$ cat src/rtl/control_pkg.sv
// Shared opcode constants, FSM states, mux encodings and the decoded opcode
// class bundle for the multicycle control unit.
package control_pkg;

  localparam logic [5:0] OP_AND  = 6'b100000;
  localparam logic [5:0] OP_NOR  = 6'b100110;
  localparam logic [5:0] OP_NOT  = 6'b000100;
  localparam logic [5:0] OP_ROLV = 6'b000000;
  localparam logic [5:0] OP_RORV = 6'b000010;
  localparam logic [5:0] OP_NORI = 6'b001110;
  localparam logic [5:0] OP_JR   = 6'b001000;
  localparam logic [5:0] OP_JAL  = 6'b000011;
  localparam logic [5:0] OP_LW   = 6'b100011;
  localparam logic [5:0] OP_SW   = 6'b101011;
  localparam logic [5:0] OP_BLEU = 6'b010000;

  typedef enum logic [1:0] {
    S_EXEC = 2'd0,
    S_MEM  = 2'd1,
    S_BR2  = 2'd2
  } state_t;

  // ALU operand B select
  localparam logic [1:0] SRCB_REG   = 2'b00;
  localparam logic [1:0] SRCB_CONST = 2'b01;
  localparam logic [1:0] SRCB_IMM   = 2'b10;
  localparam logic [1:0] SRCB_ALT   = 2'b11;

  // Next-PC select
  localparam logic [1:0] PCSRC_SEQ = 2'b00;
  localparam logic [1:0] PCSRC_JAL = 2'b01;
  localparam logic [1:0] PCSRC_BR  = 2'b10;
  localparam logic [1:0] PCSRC_JR  = 2'b11;

  typedef struct packed {
    logic is_r;
    logic is_nori;
    logic is_jr;
    logic is_jal;
    logic is_lw;
    logic is_sw;
    logic is_bleu;
    logic is_illegal;
  } op_class_t;

endpackage

$ cat src/rtl/control_decode.sv
// Combinational opcode-to-class decoder; exactly one class bit is set for any
// opcode, with unknown opcodes landing in is_illegal.
module control_decode
  import control_pkg::*;
#(
  parameter int OPW = 6
) (
  input  logic [OPW-1:0] i_opcode,
  output op_class_t      o_class
);

  always_comb begin
    // NOTE: every bit gets a default before the case so no path leaves a
    // latch behind; the same pattern is used in every always_comb here.
    o_class = '0;
    case (i_opcode)
      OPW'(OP_AND), OPW'(OP_NOR), OPW'(OP_NOT),
      OPW'(OP_ROLV), OPW'(OP_RORV): o_class.is_r    = 1'b1;
      OPW'(OP_NORI):                o_class.is_nori = 1'b1;
      OPW'(OP_JR):                  o_class.is_jr   = 1'b1;
      OPW'(OP_JAL):                 o_class.is_jal  = 1'b1;
      OPW'(OP_LW):                  o_class.is_lw   = 1'b1;
      OPW'(OP_SW):                  o_class.is_sw   = 1'b1;
      OPW'(OP_BLEU):                o_class.is_bleu = 1'b1;
      default:                      o_class.is_illegal = 1'b1;
    endcase
  end

endmodule

$ cat src/rtl/multicycle_control.sv
// Multicycle control unit: single-cycle ops decode straight from ins, while
// loads/stores and branches walk a small FSM with a latched opcode.
module multicycle_control
  import control_pkg::*;
#(
  parameter int OPW     = 6,
  parameter int ALUW    = 5,
  parameter int TIMEOUT = 16,
  parameter int CNTW    = 32
) (
  input  logic            clock,
  input  logic            resetN,
  input  logic [31:0]     ins,
  input  logic            stall,
  input  logic            memAck,
  output logic            memReq,
  output logic            memToReg,
  output logic            memWrite,
  output logic            branchEnable,
  output logic            regDst,
  output logic            regWriteEnable,
  output logic            jump,
  output logic            jumpReg,
  output logic            PCWrite,
  output logic            IorD,
  output logic            IRWrite,
  output logic            ALUSrcA,
  output logic [1:0]      ALUSrcB,
  output logic [1:0]      PCSrc,
  output logic [ALUW-1:0] ALUControl,
  output logic            busy,
  output logic            illegalOp,
  output logic            memFault,
  output logic [CNTW-1:0] retired
);

  localparam int WCW = (TIMEOUT > 2) ? $clog2(TIMEOUT) : 1;
  localparam logic [WCW-1:0] WAIT_LAST = WCW'((TIMEOUT > 0) ? TIMEOUT - 1 : 0);

  state_t          r_state;
  logic [OPW-1:0]  r_opcode;
  logic [WCW-1:0]  r_wait;
  logic [CNTW-1:0] r_retired;

  state_t          w_next_state;
  logic [OPW-1:0]  w_live_op;
  op_class_t       w_live_cls;
  op_class_t       w_lat_cls;
  logic            w_ack;
  logic            w_timeout;
  logic            w_latch;
  logic            w_wait_clr;
  logic            w_wait_inc;
  logic            w_wr_ok;
  logic            w_unused_ins;

  logic            w_mem_req, w_mem_to_reg, w_mem_write, w_branch_en, w_reg_dst;
  logic            w_reg_we, w_jump, w_jump_reg, w_pc_write, w_iord, w_ir_write;
  logic            w_alu_src_a, w_illegal, w_fault;
  logic [1:0]      w_alu_src_b, w_pc_src;
  logic [ALUW-1:0] w_alu_ctl;

  assign w_live_op    = ins[31 -: OPW];
  assign w_unused_ins = ^ins[31-OPW:0];

  control_decode #(.OPW(OPW)) u_dec_live (
    .i_opcode (w_live_op),
    .o_class  (w_live_cls)
  );

  control_decode #(.OPW(OPW)) u_dec_lat (
    .i_opcode (r_opcode),
    .o_class  (w_lat_cls)
  );

  // A stalled cycle must not complete or abandon the memory access.
  assign w_ack     = memAck & ~stall;
  assign w_timeout = (TIMEOUT > 0) && (r_wait == WAIT_LAST) && !stall;

  always_comb begin
    w_next_state = r_state;
    w_latch      = 1'b0;
    w_wait_clr   = 1'b0;
    w_wait_inc   = 1'b0;
    w_mem_req    = 1'b0;
    w_mem_to_reg = 1'b0;
    w_mem_write  = 1'b0;
    w_branch_en  = 1'b0;
    w_reg_dst    = 1'b0;
    w_reg_we     = 1'b0;
    w_jump       = 1'b0;
    w_jump_reg   = 1'b0;
    w_pc_write   = 1'b0;
    w_iord       = 1'b0;
    w_ir_write   = 1'b0;
    w_alu_src_a  = 1'b1;
    w_illegal    = 1'b0;
    w_fault      = 1'b0;
    w_alu_src_b  = SRCB_REG;
    w_pc_src     = PCSRC_SEQ;
    w_alu_ctl    = w_live_op[OPW-1 -: ALUW];

    case (r_state)
      S_EXEC: begin
        if (w_live_cls.is_r) begin
          w_reg_dst  = 1'b1;
          w_reg_we   = 1'b1;
          w_pc_write = 1'b1;
        end
        if (w_live_cls.is_nori) begin
          w_alu_src_b = SRCB_IMM;
          w_reg_we    = 1'b1;
          w_pc_write  = 1'b1;
        end
        if (w_live_cls.is_jr) begin
          w_jump      = 1'b1;
          w_jump_reg  = 1'b1;
          w_alu_src_b = SRCB_ALT;
          w_pc_src    = PCSRC_JR;
          w_pc_write  = 1'b1;
        end
        if (w_live_cls.is_jal) begin
          w_jump       = 1'b1;
          w_alu_src_b  = SRCB_ALT;
          w_pc_src     = PCSRC_JAL;
          w_mem_to_reg = 1'b1;
          w_reg_we     = 1'b1;
          w_pc_write   = 1'b1;
        end
        if (w_live_cls.is_lw || w_live_cls.is_sw) begin
          w_alu_src_b  = SRCB_IMM;
          w_ir_write   = 1'b1;
          w_latch      = 1'b1;
          w_wait_clr   = 1'b1;
          w_next_state = S_MEM;
        end
        if (w_live_cls.is_bleu) begin
          w_alu_src_a  = 1'b0;
          w_alu_src_b  = SRCB_ALT;
          w_branch_en  = 1'b1;
          w_latch      = 1'b1;
          w_next_state = S_BR2;
        end
        if (w_live_cls.is_illegal) begin
          w_illegal  = 1'b1;
          w_pc_write = 1'b1;
        end
      end

      S_MEM: begin
        w_alu_ctl   = r_opcode[OPW-1 -: ALUW];
        w_mem_req   = 1'b1;
        w_iord      = 1'b1;
        w_alu_src_b = SRCB_IMM;
        w_mem_write = w_lat_cls.is_sw;
        if (w_ack) begin
          w_pc_write = 1'b1;
          if (w_lat_cls.is_lw) begin
            w_mem_to_reg = 1'b1;
            w_reg_we     = 1'b1;
          end
          w_next_state = S_EXEC;
        end else if (w_timeout) begin
          w_fault      = 1'b1;
          w_pc_write   = 1'b1;
          w_next_state = S_EXEC;
        end else begin
          w_wait_inc = 1'b1;
        end
      end

      S_BR2: begin
        w_alu_ctl    = r_opcode[OPW-1 -: ALUW] | ALUW'(1);
        w_pc_src     = PCSRC_BR;
        w_pc_write   = 1'b1;
        w_next_state = S_EXEC;
      end

      default: w_next_state = S_EXEC;
    endcase
  end

  // NOTE: state lives behind an asynchronous reset and is only ever updated
  // with non-blocking assignments so every register samples pre-edge values.
  always_ff @(posedge clock or negedge resetN) begin
    if (!resetN) begin
      r_state   <= S_EXEC;
      r_opcode  <= '0;
      r_wait    <= '0;
      r_retired <= '0;
    end else if (!stall) begin
      r_state <= w_next_state;
      if (w_latch) r_opcode <= w_live_op;
      if (w_wait_clr)
        r_wait <= '0;
      else if (w_wait_inc && (r_wait != '1))
        r_wait <= r_wait + 1'b1;
      if (w_pc_write) r_retired <= r_retired + 1'b1;
    end
  end

  // Outputs are forced to the reset pattern while resetN is low, and write
  // strobes are blocked for the duration of a stall.
  assign w_wr_ok        = resetN & ~stall;
  assign memReq         = w_wr_ok & w_mem_req;
  assign memWrite       = w_wr_ok & w_mem_write;
  assign regWriteEnable = w_wr_ok & w_reg_we;
  assign PCWrite        = w_wr_ok & w_pc_write;
  assign IRWrite        = w_wr_ok & w_ir_write;
  assign illegalOp      = w_wr_ok & w_illegal;
  assign memFault       = resetN & w_fault;
  assign memToReg       = resetN & w_mem_to_reg;
  assign branchEnable   = resetN & w_branch_en;
  assign regDst         = resetN & w_reg_dst;
  assign jump           = resetN & w_jump;
  assign jumpReg        = resetN & w_jump_reg;
  assign IorD           = resetN & w_iord;
  assign ALUSrcA        = ~resetN | w_alu_src_a;
  assign ALUSrcB        = resetN ? w_alu_src_b : 2'b00;
  assign PCSrc          = resetN ? w_pc_src : 2'b00;
  assign ALUControl     = resetN ? w_alu_ctl : '0;
  assign busy           = resetN & (r_state != S_EXEC);
  assign retired        = r_retired;

endmodule

$ cat config.mk
export PLATFORM = sky130hd
export DESIGN_NAME = multicycle_control
export DESIGN_NICKNAME = d
export VERILOG_FILES = /design/src/rtl/control_pkg.sv /design/src/rtl/control_decode.sv /design/src/rtl/multicycle_control.sv
export SDC_FILE = /design/constraint.sdc
export NUM_CORES = 1
export LEC_CHECK = 0
export CORE_AREA = 3 3 90 71
export CTS_BUF_LIST = sky130_fd_sc_hd__clkbuf_4 sky130_fd_sc_hd__clkbuf_8
export DETAILED_ROUTE_END_ITERATION = 10
export DIE_AREA = 0 0 93 74
export PLACE_DENSITY_LB_ADDON = 0.05
export SYNTH_ARGS = -nofsm -noshare
export SYNTH_HDL_FRONTEND = slang
export SYNTH_SLANG_ARGS = --single-unit
$ cat constraint.sdc
create_clock -name clock -period 2.9 [get_ports clock]
set_input_delay 0.29 -clock clock [delete_from_list [all_inputs] [get_ports clock]]
set_output_delay 0.29 -clock clock [all_outputs]
set_load 0.05 [all_outputs]
==> results.txt, run 1 <==
The first routing iteration left 117 violations. The tool flagged a number of max-cap violations equal to 0. The placement-stage cell area is 3410 um^2, and the worst slack at placement is 410 ps. After synthesis the cells add up to 2540 um^2. Startpoint of the lowest-slack register-to-register path: r_state[1]. The share of flip-flops with an asynchronous set or reset was 100%; the total routed wirelength was 6280 um. Summed over all nets, the switching power comes to 829 uW. The share of layout cells above drive strength 1 is 13.5%, and the share of the cycle needed by the critical path after routing is 92.7%.

Global routing used 19.0% of the available tracks. TritonCTS built the clock tree. Placed wire-length estimate: 4760 um. For this configuration, the core starts out at a cell density of 45.0%. The top cell types in the final layout, fill and taps aside, are 48 x sky130_fd_sc_hd__clkdlybuf4s50_1, 44 x sky130_fd_sc_hd__dfrtp_1, 26 x sky130_fd_sc_hd__xnor2_1. The average instance area after synthesis is 9.54 um^2. Cell at the slowest stage of the critical path: sky130_fd_sc_hd__clkdlybuf4s50_1. The count of final hold-check violations came out at 0. Maximum buffer depth of the clock tree: 2. The flow ran to the end, and the final reports show no timing, DRC or antenna violations. Horizontal die dimension: 93 um.

For the residual overflow from global routing, the log shows 0. STA classifies the critical path endpoint as a primary output. The netlist uses 42 different library cells. The run gives 0 as the number of antenna violations at the first check in global routing. In the final timing run, aggregate negative setup slack is 0 ps. The kind of cell adding the most delay to the critical path was buffers and inverters. Clock transition at the register clock pins on the worst setup and hold paths after CTS: 80 ps. The remaining max-slew budget at the tightest pin was 66.3%.

The tools report the first-pass detailed-route iteration total as 4. Pin placement for this block handled 92 I/O pins. The maximum fanout along the worst path works out to 10. The number of buffers and inverters on the critical path is 2.

The synthesized design contains 0 enable-type register cells. Once detail routing completed, the nets flagged for antenna violations numbered 0. In this run the clock root is driven by a sky130_fd_sc_hd__clkbuf_8. The die covers 6880 um^2. Count of final max-slew check failures: 0.

The worst setup path category is reg2out. The area overhead of the layout relative to synthesis works out to 38.3%. For the total setup buffers inserted after CTS, the log shows 0. The worst path needs 2690 ps of the cycle, external delays included. The worst setup path is launched from a flip-flop. The most used flip-flop cell after synthesis is sky130_fd_sc_hd__dfrtp_1.

The total via count after detailed routing was 2243. The first-pass GRT wire length is 10400 um, and the switching part of the total power is 40.5%. In this run the static leakage power is 0.00158 uW. Routability-driven placement finished with a final weighted congestion of 0.792. After synthesis, flip-flops and latches occupy 43.4% of the total area. For the setup clock skew after layout, the log shows 6.92 ps.

In this run, the clock network consumes 20.2% of the power. The number of global-route vias before repair is 2138. Leaving out fill and tap cells, the most frequent cell in the layout is sky130_fd_sc_hd__clkdlybuf4s50_1. In this run the critical register-to-register path is captured at retired[4]. Clock tree synthesis inserted a total of 5 buffers.

The total power divided by cell area is 583 nW/um^2, and the count of state elements after synthesis is 44. The repair_antennas step left the layout with diodes totalling 0. The remaining routing DRC violations is 0. For the pin with the worst max-slew slack, the measured transition is 492 ps. The Yosys step of the flow raised 0 warnings. Final hold analysis gives a worst-case slack of 18.9 ps.

The number of core rows was 24; the count of input and output buffers was 65. The finished cells cover 3510 um^2. For the later-pin clock latency in the skew report, the log shows 290 ps. The critical path required time was 2610 ps; the area of the placeable core was 5650 um^2. The run gives 308 as the net count after synthesis. Synthesis produced 266 cells. The number of cells on the worst reg-to-reg path is 8, and the worst path arrival time is 2400 ps. The clock drives 44 sinks. The logs give 30 for the maximum number of pins on one net before global-route repair and 2 for the count of H-tree levels built during CTS. In this run the register-to-register setup slack is 670 ps. The tightest min-delay check is of the in2async type. For the number of setup violations in the final report, the log shows 0.

Setup repair after global routing left no endpoint under its margin. Cell internal power was estimated by the tool at 1220 uW. Derived from the worst setup path, the maximum achievable clock frequency is 372 MHz. The number of nets in the layout came out at 381.

After detailed routing, the average wire length per cell comes to 15.0 um. The maximum ir drop on the vdd rail came out at 0.377 mV. The worst setup margin was 211 ps; the logic gate share of total power was 41.4%. In this run, flip-flops and latches consume 38.5% of the power.

On the worst path, the slowest cell contributes a delay of 850 ps. Traced cell by cell, the critical path runs through inv_1, ha_1, nand2b_1, a21boi_0, clkdlybuf4s50_1. The mean number of vias per cell works out to 5.37. The floorplan step set the die height to 74 um.
[how the worst max path moves through the flow]
stage          startpoint             to  depth (start not counted)
2_1_floorplan  r_state[1]       memFault                          6
3_3_place_gp      ins[26]    r_opcode[4]                          5
3_5_place_dp      ins[26]    r_opcode[4]                          5
4_1_cts        r_state[1]       memFault                          7
5_1_grt        r_state[1]  ALUControl[2]                          6
6_report       r_state[0]  ALUControl[1]                          5
[registers in the layout, indices dropped and copies added, names as in the netlist]
register and flops:
retired 32, r_opcode 6, r_wait 4, r_state 2
[timing repair]
| item | CTS | global route |
|---|---|---|
| resized for setup | 0 | 2 |
| setup endpoints to repair | 0 | 2 |
| hold buffers | 0 | 0 |
[final cells by class]
| cell class | instances | area, um^2 |
|---|---|---|
| inverter | 5 | 18.8 |
| sequential | 44 | 1100 |
| multi-input combinational | 203 | 1370 |
| timing repair buffer | 80 | 828 |
| tap | 78 | 97.6 |
| clock buffer | 7 | 90.1 |
| fill | 523 | 2130 |
| clock inverter | 1 | 7.51 |
[metal layers]
metal / track usage (%) / share of wire [%]
met2: 27.1 / 44
met3: 4.55 / 5.8
met4: 3.41 / 0.61
met1: 29.4 / 50
met5: 0 / 0
[power groups by stage]
| stage | Sequential (uW) | Combinational (uW) | Clock [uW] |
|---|---|---|---|
| 2_1_floorplan | 909 | 445 | 0 |
| 3_3_place_gp | 796 | 841 | 0 |
| 3_5_place_dp | 797 | 851 | 0 |
| 4_1_cts | 788 | 853 | 420 |
| 5_1_grt | 803 | 913 | 453 |
| 6_report | 788 | 847 | 413 |
[logic make-up after synthesis]
group | count (synthesis) | synth area share (%)
AND/OR/NAND/NOR | 119 | 26.1
flip-flops | 44 | 43.4
AO/OA/AOI/OAI | 39 | 10.6
XOR/XNOR | 36 | 12.4
buffers and inverters | 19 | 2.96
adder cells (fa/ha/maj) | 6 | 2.96
multiplexers | 3 | 1.58
[cells in the mapped netlist, types with 3 or more instances]
cell type                  number  area, um^2
sky130_fd_sc_hd__a21boi_0       5        37.5
sky130_fd_sc_hd__a21o_1         5        37.5
sky130_fd_sc_hd__a21oi_1       11        55.1
sky130_fd_sc_hd__a31oi_1        3        18.8
sky130_fd_sc_hd__and2_1         6        37.5
sky130_fd_sc_hd__and3_1        12        75.1
sky130_fd_sc_hd__and4_1         6        52.6
sky130_fd_sc_hd__buf_2          3        15.0
sky130_fd_sc_hd__clkbuf_1      10        37.5
sky130_fd_sc_hd__dfrtp_1       44        1100
sky130_fd_sc_hd__ha_1           6        75.1
sky130_fd_sc_hd__inv_1          5        18.8
sky130_fd_sc_hd__nand2_1       16        60.1
sky130_fd_sc_hd__nand2b_1       6        37.5
sky130_fd_sc_hd__nand3_1       20         100
sky130_fd_sc_hd__nand4_1       14        87.6
sky130_fd_sc_hd__nand4b_1       3        26.3
sky130_fd_sc_hd__nor2_1        17        63.8
sky130_fd_sc_hd__nor3_1         9        45.0
sky130_fd_sc_hd__o21ai_0        3        15.0
sky130_fd_sc_hd__xnor2_1       26         228
sky130_fd_sc_hd__xor2_1        10        87.6
[worst reg2reg max path, stage by stage (launching register included)]
cell	delay, ps
sky130_fd_sc_hd__dfrtp_1	400
sky130_fd_sc_hd__inv_1	100
sky130_fd_sc_hd__ha_1	260
sky130_fd_sc_hd__a221o_1	310
sky130_fd_sc_hd__a21oi_1	390
sky130_fd_sc_hd__a21boi_1	140
sky130_fd_sc_hd__buf_4	210
sky130_fd_sc_hd__and3_1	180
sky130_fd_sc_hd__xor2_1	140
[metrics by stage]
stage / power [uW] / util [%] / instances
after floorplan: 1350 / - / 266
after global placement: 1640 / 60.4 / 410
after detailed placement: 1650 / 60.4 / 410
after CTS: 2060 / 62.1 / 418
after global routing: 2170 / 62.2 / 418
final: 2050 / 62.2 / 418
(Power assumes the default switching activity.)
==> run 2, diff against run 1 <==
--- a/config.mk
+++ b/config.mk
@@ -5,11 +5,12 @@
 export SDC_FILE = /design/constraint.sdc
 export NUM_CORES = 1
 export LEC_CHECK = 0
-export CORE_AREA = 3 3 90 71
+export CORE_AREA = 3 3 93 73
 export CTS_BUF_LIST = sky130_fd_sc_hd__clkbuf_4 sky130_fd_sc_hd__clkbuf_8
 export DETAILED_ROUTE_END_ITERATION = 10
-export DIE_AREA = 0 0 93 74
+export DIE_AREA = 0 0 96 76
 export PLACE_DENSITY_LB_ADDON = 0.05
 export SYNTH_ARGS = -nofsm -noshare
 export SYNTH_HDL_FRONTEND = slang
+export SYNTH_HIERARCHICAL = 1
 export SYNTH_SLANG_ARGS = --single-unit
==> results.txt, run 2 <==
The flow ran to the end, and the final reports show no timing, DRC or antenna violations. The average instance area after synthesis is 9.35 um^2. Once the floorplan was initialized, standard cells occupied 45.3% of the core.

The detailed router finished its first iteration with 88 violations. The later-pin clock latency in the skew report is 290 ps, and the maximum fanout along the worst path is 5. The first detailed-routing pass ran for 4 iterations. In this run the worst hold path is classified as in2async.

For the worst setup path, the data arrival time is 2470 ps. In this run the standard cell core region covers 5860 um^2. Adding up every negative setup slack in the final design gives 0 ps. For the worst setup path, the data required time is 2610 ps. Summed over all layers, the routed wires come to 6480 um. Entering global routing, the biggest net connects 33 pins.

The H-tree was split into 2 levels. In this run the remaining antenna-violating nets after routing total 0. The count of final max-slew check failures was 0. The run gives 5000 um as the placed wire-length estimate. Setup violations remaining at the end of the flow were counted as 0. Utilization after layout: 62.5%. The fill cell instance count of the final layout was 523; the share of layout cells above drive strength 1 was 15.7%.

Across the VDD grid, the largest voltage drop is 0.303 mV. Measured against its own limit, the worst slew margin works out to 63.4%. The tools report the net switching power as 1040 uW. The count of input and output buffers was 65; the global-route total usage across every layer was 18.9%. The flip-flop count of the largest register, all copies and words added works out to 32.

The clock arrives with 8.42 ps of skew. The total power divided by cell area came out at 654 nW/um^2. TritonCTS built the clock tree.

The run gives 0.831 as the weighted congestion reported at the end of routability-driven placement. Counting I/O delays and the setup requirement, the final critical path takes 2760 ps. The combined area of all synthesized cells was 2660 um^2. The clock sink count is 44, and the number of core rows is 24.

After the last flow step, the layout net total stands at 404. The number of maximum-capacitance constraint violations was 0; the die outline height was 76 um. The logic gate share of total power is 47.9%, and the area overhead of the layout relative to synthesis is 37.8%. Of the available clock period, the critical path in the final layout requires 95.1%.

The maximum buffer depth of the clock tree was 2; the slew at the pin closest to its max-slew limit was 544 ps. The share of total power in sequential cells was 36.7%. The tools report the count of final hold-check violations as 0. Using the TritonRoute via totals, the vias-per-cell ratio works out to 5.27. The number of antenna diodes in the final layout is 0. The largest individual stage delay along the critical path comes from the cell sky130_fd_sc_hd__or4b_1. Summed over all cells, the static leakage comes to 0.00161 uW. The number of antenna violations at the first check in global routing was 0. For this run the aggregate overflow at the end of global routing stands at 0. Setup repair after global routing left no endpoint under its margin. The clock tree root buffer cell is sky130_fd_sc_hd__clkbuf_8. From left edge to right edge, the die measures 96 um. STA classifies the critical path endpoint as a primary output.

STA classifies the critical path startpoint as an input port. The routed layout has 2317 vias. The run gives 5 as the CTS buffer count. The most frequent standard cell in the layout excluding fill and tap cells was sky130_fd_sc_hd__clkdlybuf4s50_1. Critical path's largest stage delay: 530 ps. After clock tree synthesis, the clock-pin slew on the worst setup and hold paths is 80 ps.

92 I/O pins were placed. The library cells used most frequently in the layout, excluding fill and tap cells, are 47 x sky130_fd_sc_hd__clkdlybuf4s50_1, 44 x sky130_fd_sc_hd__dfrtp_1, 23 x sky130_fd_sc_hd__nor2_1. Walking the worst path, the cells encountered are clkdlybuf4s50_1, or4b_1, a31oi_1, a211oi_1, nor4_1, nand2_1, a21oi_2, nor2b_1, buf_4.

The average wire per cell in the routed design was 14.7 um. The first global-routing pass estimated 11100 um of wire. The worst setup path category is in2out. Design internal power: 1360 uW. Synthesis handed over a netlist of 284 instances.

Area of the die: 7300 um^2. The tools report the net count after synthesis as 326. For the clock share of power, the log shows 15.4%. For this run, the number of Yosys warnings is 6. Based on the critical path, the design can be clocked at up to 363 MHz. The number of global-route vias before repair is 2228, and the remaining routing DRC violations is 0. The switching part of the total power was 43.4%.
==> run 2: power by group through the flow <==
| stage | clock [uW] | combinational [uW] | sequential, uW |
|---|---|---|---|
| floorplan | 0 | 594 | 1070 |
| global placement | 0 | 1120 | 885 |
| detailed placement | 0 | 1140 | 888 |
| CTS | 385 | 1150 | 879 |
| global route | 413 | 1230 | 904 |
| finish | 370 | 1150 | 879 |
==> run 2: timing repair <==
item | CTS | global route
setup buffers | 0 | 1
hold buffers | 1 | 0
hold endpoints to repair | 7 | 0
endpoints found under the setup margin | 0 | 3
resized for setup | 0 | 3
==> run 2: critical path, delay by kind of cell <==
kind	cells	cell delay, ps
AO/OA/AOI/OAI	3	510
buffers and inverters	2	670
AND/OR/NAND/NOR	4	1000
==> run 2: routing by layer <==
metal / share of wire (%) / routed length, um / global-route usage, % / vias up
met1: 51 / 3310 / 29.8 / 1099
met2: 44 / 2840 / 26.6 / 57
li1: - / - / - / 1159
met3: 5.0 / 322 / 4.34 / 2
met4: 0.19 / 12 / 2.84 / 0
met5: 0 / 0 / 0 / -
==> run 2: final timing paths <==
| path | startpoint | to | slack [ps] | cells after the start |
|---|---|---|---|---|
| max | ins[28] | PCWrite | 140 | 9 |
| min | resetN | retired[30] | 430 | 2 |
| max reg2reg | r_state[1] | retired[19] | 770 | 8 |
| min reg2reg | retired[31] | retired[31] | 480 | 1 |
| max in group asynchronous | resetN | retired[22] | 1760 | 3 |
| min in group clock | retired[31] | retired[31] | 480 | 1 |
==> run 2: cell type report <==
type                    instances  area (um^2)  area share, %
flip-flops and latches         44         1100           30.1
clock inverters                 1         5.00          0.137
inverters                      12         45.0           1.23
well taps                      78         97.6           2.67
repair buffers                 84          908           24.8
clock buffers                   6         76.3           2.09
multi-input cells             215         1430           39.0
==> run 2: metrics by stage <==
stage               total power (uW)  worst slack (ps)  hold WS, ps  std cells  cell area (um^2)
CTS                             2410              6.81          433        439              3640
floorplan                       1660              76.5        -5.59        284              2660
global route                    2550              17.4          444        440              3660
detailed placement              2030             -61.8          210        431              3550
finish                          2390               141          434        440              3660
global placement                2010              53.1          207        431              3550
==> run 3, diff against run 2 <==
--- a/config.mk
+++ b/config.mk
@@ -5,10 +5,11 @@
 export SDC_FILE = /design/constraint.sdc
 export NUM_CORES = 1
 export LEC_CHECK = 0
-export CORE_AREA = 3 3 93 73
+export CORE_AREA = 3 3 90 71
 export CTS_BUF_LIST = sky130_fd_sc_hd__clkbuf_4 sky130_fd_sc_hd__clkbuf_8
 export DETAILED_ROUTE_END_ITERATION = 10
-export DIE_AREA = 0 0 96 76
+export DIE_AREA = 0 0 93 74
+export DONT_BUFFER_PORTS = 1
 export PLACE_DENSITY_LB_ADDON = 0.05
 export SYNTH_ARGS = -nofsm -noshare
 export SYNTH_HDL_FRONTEND = slang
==> results.txt, run 3 (same netlist as run 2, synthesis figures left out) <==
The run gives 0.342 mV as the maximum ir drop on the vdd rail. The number of antenna diodes in the final layout is 0. Wires add up to 6030 um.

The count of input and output buffers was 0; the first-pass GRT wire length was 10200 um. The setup TNS came out at 0 ps. Cells with a size suffix above 1 make up 19.3% of the layout.

The count of routing violations after the opening detailed-route iteration came out at 113. The setup clock skew after layout was 4.80 ps. The startpoint identified for the worst register-to-register timing path is retired[7]. For this configuration, the core starts out at a cell density of 47.0%. The clock transition at the register clock pins on the worst setup and hold paths after CTS came out at 80 ps.

The shortest clock period the worst path allows after layout is 2530 ps, and the maximum clock rate is 395 MHz. In this run the remaining antenna-violating nets after routing total 0. The later pin in the worst-skew pair is clocked with a latency of 290 ps. The tools report the nature of the critical path startpoint as a flip-flop. The tool flagged a number of max-cap violations equal to 0. For this block, the via count after detailed routing is 2155.

The number of global-route vias before repair is 1977. Setup repair after global routing left no endpoint under its margin. The core region is 5650 um^2. For this design, the CTS-stage hold fixing added 2 buffers.

The die outline height is 74 um, and the clock sink count is 44. The minimum hold slack came out at 147 ps. Summing all flip-flop and latch instances after layout gives 1100 um^2. The count of final max-slew check failures was 0. In this run the horizontal extent of the chip is 93 um. The worst pin sits at a relative slew slack of 54.0%.

The register with the most flip-flops in the layout has 32 of them. The worst path arrival time was 2240 ps; the multi-input gate area in the final layout was 1430 um^2. In the global route stage, overall resource usage came out at 18.5%. In the layout the commonest cells are 44 x sky130_fd_sc_hd__dfrtp_1, 34 x sky130_fd_sc_hd__buf_4, 23 x sky130_fd_sc_hd__nor2_1. The remaining routing DRC violations is 0. The average wire per cell in the routed design is 15.3 um, and the count of H-tree levels built during CTS is 2. The run finished with clean final reports. The logs give 5 for the CTS buffer count and 0 for the number of setup violations in the final report.

Share of the cycle needed by the critical path after routing: 87.2%. Relative to the synthesized area, the layout overhead comes to 16.3%. The kind of capture point of the worst setup path is a primary output. Of all nets on the critical path, the largest fanout is 5.

Before antenna repair, the detailed router went through 4 iterations. The run gives 2610 ps as the critical path required time. TritonCTS built the clock tree. The total setup buffers inserted after CTS was 0.

The number of core rows was 24. At the pin with the least slew margin, the transition time is 684 ps. In this run the worst hold path is classified as in2reg. The tools report the startpoint of the worst hold path as ins[30]. The clock tree root buffer cell was sky130_fd_sc_hd__clkbuf_8. After detailed routing, the number of vias per cell comes to 5.47. Entering global routing, the biggest net connects 45 pins.

After layout, the design draws a total of 2300 uW. 92 I/O pins were placed. Count of final hold-check violations: 0. The library cell used most frequently in the layout, excluding fill and tap cells, is sky130_fd_sc_hd__dfrtp_1. The setup path with the least slack is of type reg2out. The maximum buffer depth of the clock tree is 2, and the leakage dissipation is 0.00140 uW. For this design the ratio of total power to cell area is 744 nW/um^2. The fill cell instance count of the final layout is 549, and the area of the die is 6880 um^2. The tools report the residual overflow from global routing as 0.

The weighted congestion reported at the end of routability-driven placement came out at 0.757. The tools report the launching element of the worst setup path as r_state[0]. Detailed placement finished with a half-perimeter wire length of 4300 um. Once the clock tree was built, the resizer swapped 0 gates to a different size. The number of nets in the layout is 357.

For the number of antenna violations at the first check in global routing, the log shows 0.
run 3: cell count changes in the layout (fill, tap and decap cells not counted), sizes merged:
cell / change
dlymetal6s2s: -2
clkdlybuf4s50: -47
buf: +2
clkinv: -1
clkbuf: +2
run 3: final timing paths:
path	endpoint	slack [ps]	cells after the start
max in group asynchronous	retired[30]	2180	2
worst max-delay path	PCWrite	370	7
worst min-delay path	r_opcode[4]	150	1
worst max register to register	retired[21]	710	5
worst min register to register	r_opcode[0]	520	1
min in group asynchronous	r_wait[3]	510	2
run 3: critical path: stages, from the launching register on:
cell                      delay (ps)
sky130_fd_sc_hd__dfrtp_1         380
sky130_fd_sc_hd__inv_1            80
sky130_fd_sc_hd__ha_1            280
sky130_fd_sc_hd__nor4_1          350
sky130_fd_sc_hd__nand2_1         220
sky130_fd_sc_hd__a21oi_1         360
sky130_fd_sc_hd__nor2b_1          80
sky130_fd_sc_hd__buf_4           200
run 3: cell type report:
class,count,share of cell area [%]
clock buffers,8,3.16
inverters,12,1.46
multi-input cells,215,46.4
flip-flops and latches,44,35.7
well taps,78,3.16
repair buffers,37,10.1
run 3: per-layer routing:
layer / vias up / track usage (%) / wire, um
met5: - / 0 / 0
met4: 0 / 4.39 / 51
met3: 7 / 5.06 / 445
met2: 63 / 24.3 / 2430
met1: 1025 / 29.7 / 3100
li1: 1060 / - / -
run 3: where the power goes:
group          internal (uW)  leakage, uW  total, uW  switching, uW
Clock                    213    0.0000523        419            205
Combinational            337     0.000796        964            627
Sequential               738     0.000548        914            175
run 3: metrics by stage:
| stage | worst slack [ps] | area (um^2) | instances | util [%] |
|---|---|---|---|---|
| CTS | 375 | 3090 | 394 | 54.7 |
| detailed placement | 483 | 2950 | 384 | 52.3 |
| global route | 234 | 3090 | 394 | 54.7 |
| global placement | 466 | 2950 | 384 | 52.3 |
| floorplan | 76.5 | 2660 | 284 | - |
| finish | 371 | 3090 | 394 | 54.7 |
